**src/rtl/mult_accumulator.sv**
```systemverilog
// mult_accumulator
//   Multiply-accumulate stage fed by the 32x32 signed tree multiplier.
//   Each accepted beat either accumulates, loads, subtracts or clears a
//   64-bit signed accumulator. A beat flagged in_last closes the group,
//   and the result is moved into a single registered output slot.
//
// Parameters
//   SATURATE  1 = clamp to signed 64-bit limits on overflow, 0 = wrap
// Ports
//   clk, rst          clock (rising edge), async active-high reset
//   in_valid/in_ready product beat handshake
//   in_prod [63:0]    signed product
//   in_op   [1:0]     00 ACC, 01 LOAD, 10 SUB, 11 CLEAR
//   in_last           beat closes the current group
//   out_valid/ready   result handshake
//   out_acc [63:0]    signed group result
//   out_ovf           sticky overflow seen in the group
//   out_count [15:0]  accepted beats in the group, saturating
module mult_accumulator #(
  parameter bit SATURATE = 1'b1
) (
  input  logic        clk,
  input  logic        rst,
  input  logic        in_valid,
  output logic        in_ready,
  input  logic [63:0] in_prod,
  input  logic [1:0]  in_op,
  input  logic        in_last,
  output logic        out_valid,
  input  logic        out_ready,
  output logic [63:0] out_acc,
  output logic        out_ovf,
  output logic [15:0] out_count
);

  localparam logic [1:0] OP_ACC   = 2'b00;
  localparam logic [1:0] OP_LOAD  = 2'b01;
  localparam logic [1:0] OP_SUB   = 2'b10;
  localparam logic [1:0] OP_CLEAR = 2'b11;

  localparam logic [63:0] S64_MAX = 64'h7FFF_FFFF_FFFF_FFFF;
  localparam logic [63:0] S64_MIN = 64'h8000_0000_0000_0000;

  logic [63:0] acc;
  logic        ovf;
  logic [15:0] cnt;

  logic        fire;
  logic        fire_last;
  logic [64:0] sum;
  logic        sum_ovf;
  logic [63:0] nxt;
  logic        ovf_next;
  logic [15:0] cnt_next;

  // Output slot frees up in the same cycle the consumer takes it.
  assign in_ready  = ~out_valid | out_ready;
  assign fire      = in_valid & in_ready;
  assign fire_last = fire & in_last;

  // One sign-extended 65-bit adder serves ACC and SUB; the two top bits
  // disagree exactly when the 64-bit signed result is out of range.
  always_comb begin
    if (in_op == OP_SUB) sum = {acc[63], acc} - {in_prod[63], in_prod};
    else                 sum = {acc[63], acc} + {in_prod[63], in_prod};
  end
  assign sum_ovf = sum[64] ^ sum[63];

  always_comb begin
    nxt      = acc;
    ovf_next = ovf;
    unique case (in_op)
      OP_ACC, OP_SUB: begin
        if (sum_ovf) begin
          ovf_next = 1'b1;
          // bit 64 holds the true sign of the unclamped result
          if (SATURATE) nxt = sum[64] ? S64_MIN : S64_MAX;
          else          nxt = sum[63:0];
        end else begin
          nxt = sum[63:0];
        end
      end
      OP_LOAD:  nxt = in_prod;
      OP_CLEAR: begin
        nxt      = '0;
        ovf_next = 1'b0;
      end
      default: ;
    endcase
  end

  assign cnt_next = (&cnt) ? cnt : cnt + 16'd1;

  // Running group state; a last beat hands the group off and restarts.
  always_ff @(posedge clk or posedge rst) begin
    if (rst) begin
      acc <= '0;
      ovf <= 1'b0;
      cnt <= '0;
    end else if (fire) begin
      if (in_last) begin
        acc <= '0;
        ovf <= 1'b0;
        cnt <= '0;
      end else begin
        acc <= nxt;
        ovf <= ovf_next;
        cnt <= cnt_next;
      end
    end
  end

  // Output slot: a last-beat accept always (re)loads it, which covers the
  // drain-and-reload case; otherwise a consumer accept empties it.
  always_ff @(posedge clk or posedge rst) begin
    if (rst) begin
      out_valid <= 1'b0;
      out_acc   <= '0;
      out_ovf   <= 1'b0;
      out_count <= '0;
    end else if (fire_last) begin
      out_valid <= 1'b1;
      out_acc   <= nxt;
      out_ovf   <= ovf_next;
      out_count <= cnt_next;
    end else if (out_ready) begin
      out_valid <= 1'b0;
    end
  end

endmodule

```
**config.mk**
```make
export PLATFORM = sky130hd
export DESIGN_NAME = mult_accumulator
export DESIGN_NICKNAME = d
export VERILOG_FILES = /design/src/rtl/mult_accumulator.sv
export SDC_FILE = /design/constraint.sdc
export NUM_CORES = 1
export LEC_CHECK = 0
export BUFFER_PORTS_ARGS = -buffer_cell sky130_fd_sc_hd__buf_2
export CAP_MARGIN = 15
export CORE_UTILIZATION = 40
export CTS_CLUSTER_DIAMETER = 50
export DETAILED_ROUTE_END_ITERATION = 7
export SLEW_MARGIN = 20
export SYNTH_ARGS = -nofsm -noshare
export SYNTH_HDL_FRONTEND = slang
export SYNTH_SLANG_ARGS = --single-unit
```
**constraint.sdc**
```tcl
create_clock -name clk -period 5.87 [get_ports clk]
set_clock_uncertainty 0.05 [all_clocks]
set_input_delay 0.2935 -clock clk [delete_from_list [all_inputs] [get_ports clk]]
set_output_delay 0.2935 -clock clk [all_outputs]
set_load 0.02 [all_outputs]
```
==> summary.txt <==
Routed WL per cell: 18.51 µm
Setup violations, final: 0
YS warnings: 0
EDFF count, synth: 0
Non-Filler Instances: 2068
TritonCTS clock tree: yes
Worst EP arrival: 5870 ps
design area: 0.01460 mm²
status: complete, no violations
RSZ-0062 raised after global routing: no
Final nets: 1800
drc violations: 0
worst-path fanout max: 4
Crit path required time: 6150 ps
final hold vios: 0
Syn Nets: 1603
Max clock buf depth: 2
DRT Wirelength: 38280 µm
WS Path Type: input pin to register
pin count of the biggest net entering global routing: 89
normalized max-slew margin: 35.11%
Port Buf Inserts: 153
gp weighted congestion: 0.9561
die height: 176.7 µm
Iter 0 DRT Violations: 794
Post-Syn Area: 0.01221 mm²
Placement Rows: 63
CP Launch Type: input pin
Clock Tree Root: clkbuf_16
Final Slew Violations: 0
CTS sink count: 163
Post-synth top cells: nand2_1, o21ai_0, dfrtp_1, a21oi_1, nor2_1
final cell utilization of the core: 48.99%
top-area cell type share of the netlist area: 33.41%
final worst-path cycle share: 95.13%
count leader, synth: nand2_1
Die X: 176.7 µm
share of layout cells above drive strength 1: 20.48%
DIE AREA: 0.03123 mm²
Layout area overhead: 19.55%
Netlist cell types: 75
1st-pass router iterations: 7
Via density: 5.690
first-pass GRT wire length: 61610 µm
most area-consuming cells after synthesis: dfrtp_1, o21ai_0, ha_1
crit path capture type: register
Peak VDD IR: 0.3034 mV
vias in the first global route: 11300
DP Wirelength: 29060 µm
Pleak: 0.006589 µW
Cells after Synth: 1465
HP Class: input pin to register
#FFs+latches synth: 163
Seq/Total Area, Yosys: 33.41%
CTS Buf Count: 17
share of synthesized flip-flops with an asynchronous set or reset: 100.0%
# IOs: 154
Core Footprint: 0.02980 mm²
clk slew on worst S/H paths: 70 ps
syn avg cell area: 8.334 µm²
Antenna Nets Post-Route: 0
P per Cell Area: 452.7 mW/mm²
H-tree Lvls: 4
Initial Util: 40.98%
gr usage total: 25.02%
Inst Count DP: 2030
top_reg_cell synth: dfrtp_1
setup TNS: 0 ps
max_cap viols: 0
initial antenna violation count: 3
Fin Hold WS: 154.0 ps
fill count: 3000
DR vias: 11770
Fmax: 179.1 MHz
post-route minimum period: 5584 ps
Placed Area: 0.01396 mm²
area leader, netlist: dfrtp_1
clk_lat worst skew: 450 ps
measured slew at the worst slew-check pin: 969.9 ps
Congestion Overflow GR: 0
[report_power, final]
group | switching [µW] | total (µW) | internal [µW]
registers | 257 | 1770 | 1520
logic | 2190 | 3720 | 1540
clock network | 542 | 1110 | 570
[flip-flops by register name, indices dropped and copies added (netlist names)]
name / cells
acc: 64
out_acc: 64
cnt: 16
out_count: 16
out_ovf: 1
out_valid: 1
ovf: 1
[metal layers]
layer	wire [µm]	track usage, %	vias to the layer above	part of all wire (%)
met3	1809	3.157	43	4.7
met5	0	0	-	0
met1	18360	35.65	5627	48
met4	704	7.687	0	1.8
li1	-	-	5770	-
met2	17410	39.25	326	45
[cell families (layout without fill, tap and decap cells)]
| group | after synthesis | count (layout) | share of synthesized area (%) |
|---|---|---|---|
| compound gates | 513 | 513 | 26.54 |
| simple gates | 447 | 447 | 17.10 |
| flops | 163 | 163 | 33.41 |
| xor+xnor | 132 | 132 | 9.602 |
| buf+inv | 116 | 326 | 4.007 |
| fa+ha+maj | 67 | 67 | 6.928 |
| mux | 27 | 27 | 2.408 |
| other cells | 0 | 3 | 0 |
[placed cells by master (no fill, tap or decap), types with 5 or more instances in the layout]
cell type	n
nand2_1	198
buf_2	153
dfrtp_1	163
inv_1	29
nand2b_1	15
a21o_1	15
and3_1	10
mux2_2	19
xor2_1	60
o31ai_1	15
xnor2_1	71
a22o_1	17
mux2i_1	8
nor2_1	85
ha_1	66
a221o_1	18
clkbuf_16	17
a31oi_1	11
nor4_1	16
buf_4	106
nor3_1	23
and2_1	8
a21oi_1	124
o21ai_1	8
o41ai_1	5
o21bai_1	15
a221oi_1	44
or3_1	9
nor2b_1	7
nand3_1	21
a21boi_0	5
nand4_1	21
o21a_1	12
o21ai_0	183
[through the flow]
| step | setup slack, ps | total power [µW] |
|---|---|---|
| after CTS | 191.2 | 6585 |
| after global placement | -78.07 | 5416 |
| final | 285.6 | 6607 |
| after detailed placement | -233.6 | 5442 |
| after floorplan | 194.0 | 4245 |
| after global routing | 18.56 | 7105 |
[worst max-delay path, cell delays in order]
cell	delay, ps
buf_2	120
or4_4	540
or3_1	350
or2_1	250
nor2_1	230
nand3_1	170
nor2_2	170
nand2_1	120
o31ai_1	280
xor2_1	110
ha_1	310
nand4_1	160
nor4_2	280
inv_1	120
or3_1	420
o21a_1	190
a221oi_1	330
nor3_2	110
xor3_2	490
nor2_4	70
buf_4	160
a221o_1	310
mux2_2	270
[layout make-up]
type / instances / area (µm²) / area share [%]
inverters: 30 / 117.6 / 0.8058
flip-flops and latches: 163 / 4079 / 27.94
well taps: 390 / 488.0 / 3.343
clock inverters: 13 / 120.1 / 0.8229
diodes: 3 / 7.507 / 0.05143
repair buffers: 264 / 1652 / 11.31
clock buffers: 19 / 442.9 / 3.034
multi-input cells: 1186 / 7690 / 52.68
[what timing repair did]
item / in CTS / in global routing
hold endpoints to repair: 41 / 0
gates resized for setup: 0 / 6
setup buffers: 0 / 2
setup endpoints to repair: 0 / 126
hold buffers: 1 / 0
[worst paths after layout]
check,startpoint,end,slack (ps),depth (start not counted)
min in group asynchronous,rst,out_acc[11],350,3
max in group asynchronous,rst,acc[33],4200,4
setup / recovery,in_prod[29],out_acc[44],290,23
setup reg to reg,acc[27],acc[62],1830,12
hold reg to reg,out_acc[9],out_acc[9],420,2
hold / removal,out_ready,out_valid,150,3
(Power assumes the default switching activity.)
